## src/rtl/tdm_mux_pkg.sv

```systemverilog
// ============================================================================
// Module : tdm_mux_pkg
// Brief  : Shared mode encodings and output-stage state type for tdm_mux.
// Rev    : 1.0  initial release
// ============================================================================
`default_nettype none

package tdm_mux_pkg;

    localparam logic TDM_MODE_FIXED = 1'b0;
    localparam logic TDM_MODE_RR    = 1'b1;

    typedef enum logic [0:0] {
        ST_EMPTY = 1'b0,
        ST_FULL  = 1'b1
    } out_state_e;

endpackage

`default_nettype wire

```

## src/rtl/tdm_mux_if.sv

```systemverilog
// ============================================================================
// Module : tdm_mux_if
// Brief  : Channel-input / shared-output bundle for tdm_mux.
// Rev    : 1.0  initial release
// ============================================================================
`default_nettype none

interface tdm_mux_if #(
    parameter int W  = 14,
    parameter int N  = 4,
    parameter int SW = 2
) ();
    logic [N*W-1:0] d;
    logic [N-1:0]   dv;
    logic           mode;
    logic [SW-1:0]  s;
    logic [W-1:0]   y;
    logic [SW-1:0]  ych;
    logic           yv;
    logic           yrdy;
    logic           clr;
    logic [N-1:0]   ovf;

    modport master (output d, dv, mode, s, yrdy, clr,
                    input  y, ych, yv, ovf);
    modport slave  (input  d, dv, mode, s, yrdy, clr,
                    output y, ych, yv, ovf);
endinterface

`default_nettype wire

```

## src/rtl/tdm_mux_rr_pick.sv

```systemverilog
// ============================================================================
// Module : tdm_rr_pick
// Brief  : Combinational round-robin search: first request at or after start.
// Rev    : 1.0  initial release
// ============================================================================
`default_nettype none

module tdm_rr_pick #(
    parameter int N  = 4,
    parameter int SW = 2
) (
    input  wire logic [N-1:0]  i_req,
    input  wire logic [SW-1:0] i_start,
    output logic               o_gnt_vld,
    output logic [SW-1:0]      o_idx
);

    logic [SW:0] w_j;

    // Walk offsets from far to near so the nearest request is written last.
    always_comb begin
        o_gnt_vld = 1'b0;
        o_idx     = '0;
        w_j       = '0;
        for (int off = N - 1; off >= 0; off--) begin
            w_j = {1'b0, i_start} + (SW+1)'(off);
            if (w_j >= (SW+1)'(N)) begin
                w_j = w_j - (SW+1)'(N);
            end
            if (i_req[w_j[SW-1:0]]) begin
                o_gnt_vld = 1'b1;
                o_idx     = w_j[SW-1:0];
            end
        end
    end

endmodule

`default_nettype wire

```

## src/rtl/tdm_mux.sv

```systemverilog
// ============================================================================
// Module : tdm_mux
// Brief  : Registered N-channel TDM multiplexer, round-robin or fixed drain.
//          Overrun flags built only when TDM_MUX_OVF_EN is defined.
// Rev    : 1.0  initial release
// ============================================================================
`default_nettype none

module tdm_mux
    import tdm_mux_pkg::*;
#(
    parameter int W  = 14,
    parameter int N  = 4,
    parameter int SW = 2
) (
    input  wire logic  clk,
    input  wire logic  rst_n,
    tdm_mux_if.slave   bus
);

    logic [W-1:0]  r_h [N];
    logic [N-1:0]  r_p;
    logic [SW-1:0] r_ptr;
    logic [W-1:0]  r_y;
    logic [SW-1:0] r_ych;
    out_state_e    r_state;
    out_state_e    w_state_nxt;

    logic [N-1:0]  w_keep;
    logic [N-1:0]  w_req;
    logic [N-1:0]  w_drain;
    logic [N-1:0]  w_ovr;
    logic [N-1:0]  w_p_nxt;
    logic [SW-1:0] w_k;
    logic [SW-1:0] w_ptr_inc;
    logic          w_gnt;
    logic          w_load_ok;
    logic          w_load;
    logic          w_s_ok;

    assign w_s_ok = ({1'b0, bus.s} < (SW+1)'(N));

    // In fixed mode only channel S keeps its pending bit; others are flushed.
    for (genvar i = 0; i < N; i++) begin : g_ch
        assign w_keep[i]  = (bus.mode == TDM_MODE_RR) || (w_s_ok && (bus.s == SW'(i)));
        assign w_req[i]   = r_p[i] && w_keep[i];
        assign w_drain[i] = w_load && (w_k == SW'(i));
        assign w_ovr[i]   = w_keep[i] && bus.dv[i] && r_p[i] && !w_drain[i];
        assign w_p_nxt[i] = w_keep[i] && (bus.dv[i] || (r_p[i] && !w_drain[i]));
    end

    tdm_rr_pick #(.N(N), .SW(SW)) u_pick (
        .i_req     (w_req),
        .i_start   (r_ptr),
        .o_gnt_vld (w_gnt),
        .o_idx     (w_k)
    );

    assign w_ptr_inc = (w_k == SW'(N - 1)) ? '0 : w_k + SW'(1);

    always_ff @(posedge clk or negedge rst_n) begin
        if (!rst_n) begin
            r_state <= ST_EMPTY;
        end else begin
            r_state <= w_state_nxt;
        end
    end

    always_comb begin
        w_state_nxt = r_state;
        w_load_ok   = (r_state == ST_EMPTY) || bus.yrdy;
        w_load      = w_load_ok && w_gnt;
        if (w_load_ok) begin
            w_state_nxt = w_gnt ? ST_FULL : ST_EMPTY;
        end
    end

    always_ff @(posedge clk or negedge rst_n) begin
        if (!rst_n) begin
            for (int i = 0; i < N; i++) begin
                r_h[i] <= '0;
            end
            r_p   <= '0;
            r_ptr <= '0;
            r_y   <= '0;
            r_ych <= '0;
        end else begin
            for (int i = 0; i < N; i++) begin
                if (bus.dv[i]) begin
                    r_h[i] <= bus.d[i*W +: W];
                end
            end
            r_p <= w_p_nxt;
            // Output takes the pre-capture holding value on a collision.
            if (w_load) begin
                r_y   <= r_h[w_k];
                r_ych <= w_k;
                if (bus.mode == TDM_MODE_RR) begin
                    r_ptr <= w_ptr_inc;
                end
            end
        end
    end

    assign bus.y   = r_y;
    assign bus.ych = r_ych;
    assign bus.yv  = (r_state == ST_FULL);

`ifdef TDM_MUX_OVF_EN
    logic [N-1:0] r_ovf;

    always_ff @(posedge clk or negedge rst_n) begin
        if (!rst_n) begin
            r_ovf <= '0;
        end else begin
            r_ovf <= (r_ovf & ~{N{bus.clr}}) | w_ovr;
        end
    end

    assign bus.ovf = r_ovf;
`else
    assign bus.ovf = '0;
`endif

endmodule

`default_nettype wire

```

## src/flat_wrapper.sv

```systemverilog
// flat-port wrapper written by rule: the top's interface ports become plain ports
module tdm_mux_flat import tdm_mux_pkg::*;
#(
    parameter int W  = 14,
    parameter int N  = 4,
    parameter int SW = 2
)
  (clk, rst_n, bus_d, bus_dv, bus_mode, bus_s, bus_yrdy, bus_clr, bus_y, bus_ych, bus_yv, bus_ovf);
  tdm_mux_if #(.W(W), .N(N), .SW(SW)) bus_i ();
  input  wire logic clk;
  input  wire logic rst_n;
  input wire logic [$bits(bus_i.d)-1:0] bus_d;
  input wire logic [$bits(bus_i.dv)-1:0] bus_dv;
  input wire logic [$bits(bus_i.mode)-1:0] bus_mode;
  input wire logic [$bits(bus_i.s)-1:0] bus_s;
  input wire logic [$bits(bus_i.yrdy)-1:0] bus_yrdy;
  input wire logic [$bits(bus_i.clr)-1:0] bus_clr;
  output wire logic [$bits(bus_i.y)-1:0] bus_y;
  output wire logic [$bits(bus_i.ych)-1:0] bus_ych;
  output wire logic [$bits(bus_i.yv)-1:0] bus_yv;
  output wire logic [$bits(bus_i.ovf)-1:0] bus_ovf;
  assign bus_i.d = bus_d;
  assign bus_i.dv = bus_dv;
  assign bus_i.mode = bus_mode;
  assign bus_i.s = bus_s;
  assign bus_i.yrdy = bus_yrdy;
  assign bus_i.clr = bus_clr;
  assign bus_y = bus_i.y;
  assign bus_ych = bus_i.ych;
  assign bus_yv = bus_i.yv;
  assign bus_ovf = bus_i.ovf;
  tdm_mux #(.W(W), .N(N), .SW(SW)) u_core (.clk(clk), .rst_n(rst_n), .bus(bus_i));
endmodule
```

## config.mk

```make
export PLATFORM = sky130hd
export DESIGN_NAME = tdm_mux_flat
export DESIGN_NICKNAME = d
export VERILOG_FILES = /design/src/rtl/tdm_mux_pkg.sv /design/src/rtl/tdm_mux_if.sv /design/src/rtl/tdm_mux_rr_pick.sv /design/src/rtl/tdm_mux.sv /design/src/flat_wrapper.sv
export SDC_FILE = /design/constraint.sdc
export NUM_CORES = 1
export LEC_CHECK = 0
export ABC_CLOCK_PERIOD_IN_PS = 5000
export BUFFER_PORTS_ARGS = -buffer_cell sky130_fd_sc_hd__buf_2
export CAP_MARGIN = 20
export CORE_MARGIN = 5
export CORE_UTILIZATION = 57
export DETAILED_ROUTE_END_ITERATION = 8
export PLACE_DENSITY = 0.83
export RECOVER_POWER = 25
export SLEW_MARGIN = 0
export SYNTH_ARGS = -nofsm -noshare
export SYNTH_HDL_FRONTEND = slang
export SYNTH_HIERARCHICAL = 1
export SYNTH_SLANG_ARGS = --single-unit
```

## constraint.sdc

```tcl
create_clock -name clk -period 5 [get_ports clk]
set_input_delay 0.5 -clock clk [delete_from_list [all_inputs] [get_ports clk]]
set_output_delay 0.5 -clock clk [all_outputs]
set_load 0.01 [all_outputs]
```

==> qor.yml <==
cells_and_area:
  final_common_cell: "dfrtp_1"
  final_area_um2: 4240
  layoutNonFillerInstCount: 394
  fillers: 452
  syn_to_final_growth_pct: 18.5
  drive_gt1_share_pct: 55.8
  antennaDiodeCount: 0
  seqCellArea_um2: 1980
  multi_input_area_um2: 1480
  layout_common_cells: "dfrtp_1 (79), buf_2 (77), mux2_2 (67), clkbuf_8 (10)"
  layout.nets: 385
timing:
  worstMarginPinSlew_ns: 1.06
  fin_tns_setup_ns: 0
  finalHoldViolations: 0
  setup_viol: 0
  slew_headroom_pct: 29.4
  finalCritPeriodShare_pct: 52.6
  rsz0062_at_grt: "false"
  clock_skew_ns: 0.00971
  clock.fmax_ghz: 0.380
  hold_ws_ns: 0.379
  drv_slew: 0
  fin_crit_ns: 2.63
power:
  switching_share_pct: 28.9
  power_switching_w: 0.000529
  p_leak_nw: 1.95
  power_density_nw_per_um2: 431
  seqPwrFrac_pct: 46.0
  clkPwrFrac_pct: 25.9
  total_power_w: 0.00183
  combPwrFrac_pct: 28.0
  p_int_w: 0.00130
  worst_ir_drop_vdd_v: 0.000264
floorplan:
  rows: 28
  start_util_pct: 59.4
  fp.dieW_um: 89.2
  die_h_um: 89.2
  core_um2: 6030
  ios: 88
  dieArea_um2: 7960
clock_network:
  cts.htree.levels: 3
  cts_made_buffers: 9
  cts_sinks: 79
  cts_tree: "built"
  clk_latency_ns: 0.35
  cts_root_buf: "clkbuf_8"
  clk_path_buf_depth: 2
  path_clk_slew_ns: 0.08
synth:
  synth.distinct_cells: 28
  synth_area_per_cell_um2: 15.4
  yosysSeqAreaShare_pct: 55.3
  synth_seq_cells: 79
  yosysWarnings: 6
  synthCells: 232
  netlist_area_um2: 3580
placed_design:
  dpl-instance-area_um2: 4000
  hpwlAfterDp_mm: 5.07
  gp_congestion: 0.735
  dp_cells: 375
  port_buffers: 82
drt:
  drcViolationCount: 0
  routed_wl_mm: 7.35
  drt-initial-drc-count: 99
  drt-pass1-iter-count: 4
  wire_per_inst_um: 18.6
  ant_nets: 0
  vias_per_cell: 5.48
  vias: 2159
global_route:
  grtUsageMet3_pct: 4.61
  global_route.usage.met2_pct: 33.1
  grt_pass1_vias: 2341
  grt_first_pass_wirelength_mm: 11.4
  gr-max-usage-layer: "met2"
  met1_usage_pct: 25.0
  grt_overflow: 0
  track_usage_pct: 19.9
  grt_max_degree: 80
  antenna_found_initial: 0
setup_path:
  slowest_stage: "nor2_2"
  path_class: "in2reg"
  r2r_end: "u_core/r_ptr[1]"
  worstPathCellList: "buf_2 > inv_1 > a21oi_1 > nor2b_1 > nor3b_1 > a211oi_1 > nor2_2 > inv_1 > ha_1 > mux2_2"
  slowest_delay_ns: 0.76
  crit_required_ns: 5.22
  worstPathArrival_ns: 2.85
  critPathCapture: "u_core/r_ptr[1]"
  critPathLaunchType: "input pin"
  cp-end-kind: "flop"
  path_common_cell: "inv_1"
  r2r_slack_ns: 2.45
  worstPathMaxFanout: 18
  worstSetupStartpoint: "bus_s[1]"
  r2r_start: "u_core/r_p[1]"
  r2r_cells: 7
worst_hold_path:
  hold_depth: 2
  hold_path_class: "in2reg"
  hp-start: "bus_d[35]"
flow_run:
  drv_cap: 0
status:
  status: "complete, no violations"
[cell type report]
| type | instances | share of cell area (%) |
|---|---|---|
| clock inverter | 5 | 1.33 |
| timing repair buffer | 86 | 11.0 |
| tap | 75 | 2.21 |
| clock buffer | 11 | 3.34 |
| inverter | 8 | 0.708 |
| sequential | 79 | 46.6 |
| multi-input combinational | 130 | 34.8 |
[repair_timing]
item	CTS	global route
setup buffers	0	0
resized for setup	0	0
hold buffers	0	1
hold endpoints to repair	0	2
[flip-flops by register name (all words and copies together) (netlist names)]
| register | flops |
|---|---|
| u_core/r_h | 56 |
| u_core/bus.y | 14 |
| u_core/r_p | 4 |
| u_core/bus.ych | 2 |
| u_core/r_ptr | 2 |
| u_core/bus.yv | 1 |
[power groups by stage]
stage | Clock (W) | Combinational [W] | Sequential (W)
4_1_cts | 0.000483 | 0.000514 | 0.000842
5_1_grt | 0.000512 | 0.000560 | 0.000856
3_3_place_gp | 0 | 0.000497 | 0.000843
3_5_place_dp | 0 | 0.000514 | 0.000854
2_1_floorplan | 0 | 0.000330 | 0.000865
6_report | 0.000474 | 0.000513 | 0.000841
[kinds of logic (layout without fill, tap and decap cells)]
group           after synthesis  count (layout)  share of synthesized area [%]
simple gates                 21              21                           2.90
flops                        79              79                           55.3
compound gates               12              12                           2.41
buf+inv                      26             110                           4.06
mux                          89              89                           33.9
other cells                   1               4                          0.105
fa+ha+maj                     4               4                           1.40
[worst max-delay path: cells and delay by family]
| kind | cells | cell delay, ns |
|---|---|---|
| muxes | 1 | 0.27 |
| and+or+nand+nor | 3 | 1.14 |
| buffers and inverters | 3 | 0.32 |
| adders and majority gates | 1 | 0.32 |
| AOI/OAI and AO/OA | 2 | 0.31 |
[cell usage after synthesis]
cell type,number,area (um2)
nor2b_1,3,18.8
mux4_2,7,158
dfrtp_1,79,1980
mux2_2,67,754
buf_6,1,11.3
buf_4,4,30.0
mux4_1,7,184
conb_1,1,3.75
buf_12,1,20.0
a311oi_1,3,26.3
clkbuf_1,5,18.8
a211oi_2,1,12.5
mux2_4,7,105
ha_1,4,50.1
a21oi_1,4,20.0
nor2_1,9,33.8
nor3b_1,1,7.51
o21a_1,1,7.51
inv_1,8,30.0
o22ai_1,1,6.26
mux2i_1,1,10.0
nand2b_1,4,25.0
nand2_1,2,7.51
and2_1,1,6.26
a211oi_1,1,7.51
nand3_1,1,5.00
buf_2,7,35.0
a31oi_1,1,6.26
[per-stage QoR]
stage	setup WS, ns	util [%]
finish	2.37	70.3
global route	2.29	70.3
CTS	2.40	69.6
detailed placement	2.05	66.3
global placement	2.17	66.3
floorplan	2.66	-
[worst min-delay path by stage]
stage	endpoint	slack (ns)
4_1_cts	u_core/r_h[9]	0.34
3_5_place_dp	u_core/r_h[33]	0.49
3_3_place_gp	u_core/r_h[42]	0.48
5_1_grt	u_core/r_h[21]	0.37
2_1_floorplan	u_core/bus.y[0]	0.20
6_report	u_core/r_h[21]	0.38
[routing by layer]
layer | up-vias | share of wire [%]
li1 | 992 | -
met1 | 1106 | 41
met2 | 51 | 52
met3 | 10 | 5.6
met4 | 0 | 1.5
met5 | - | 0
(Power assumes the default switching activity.)
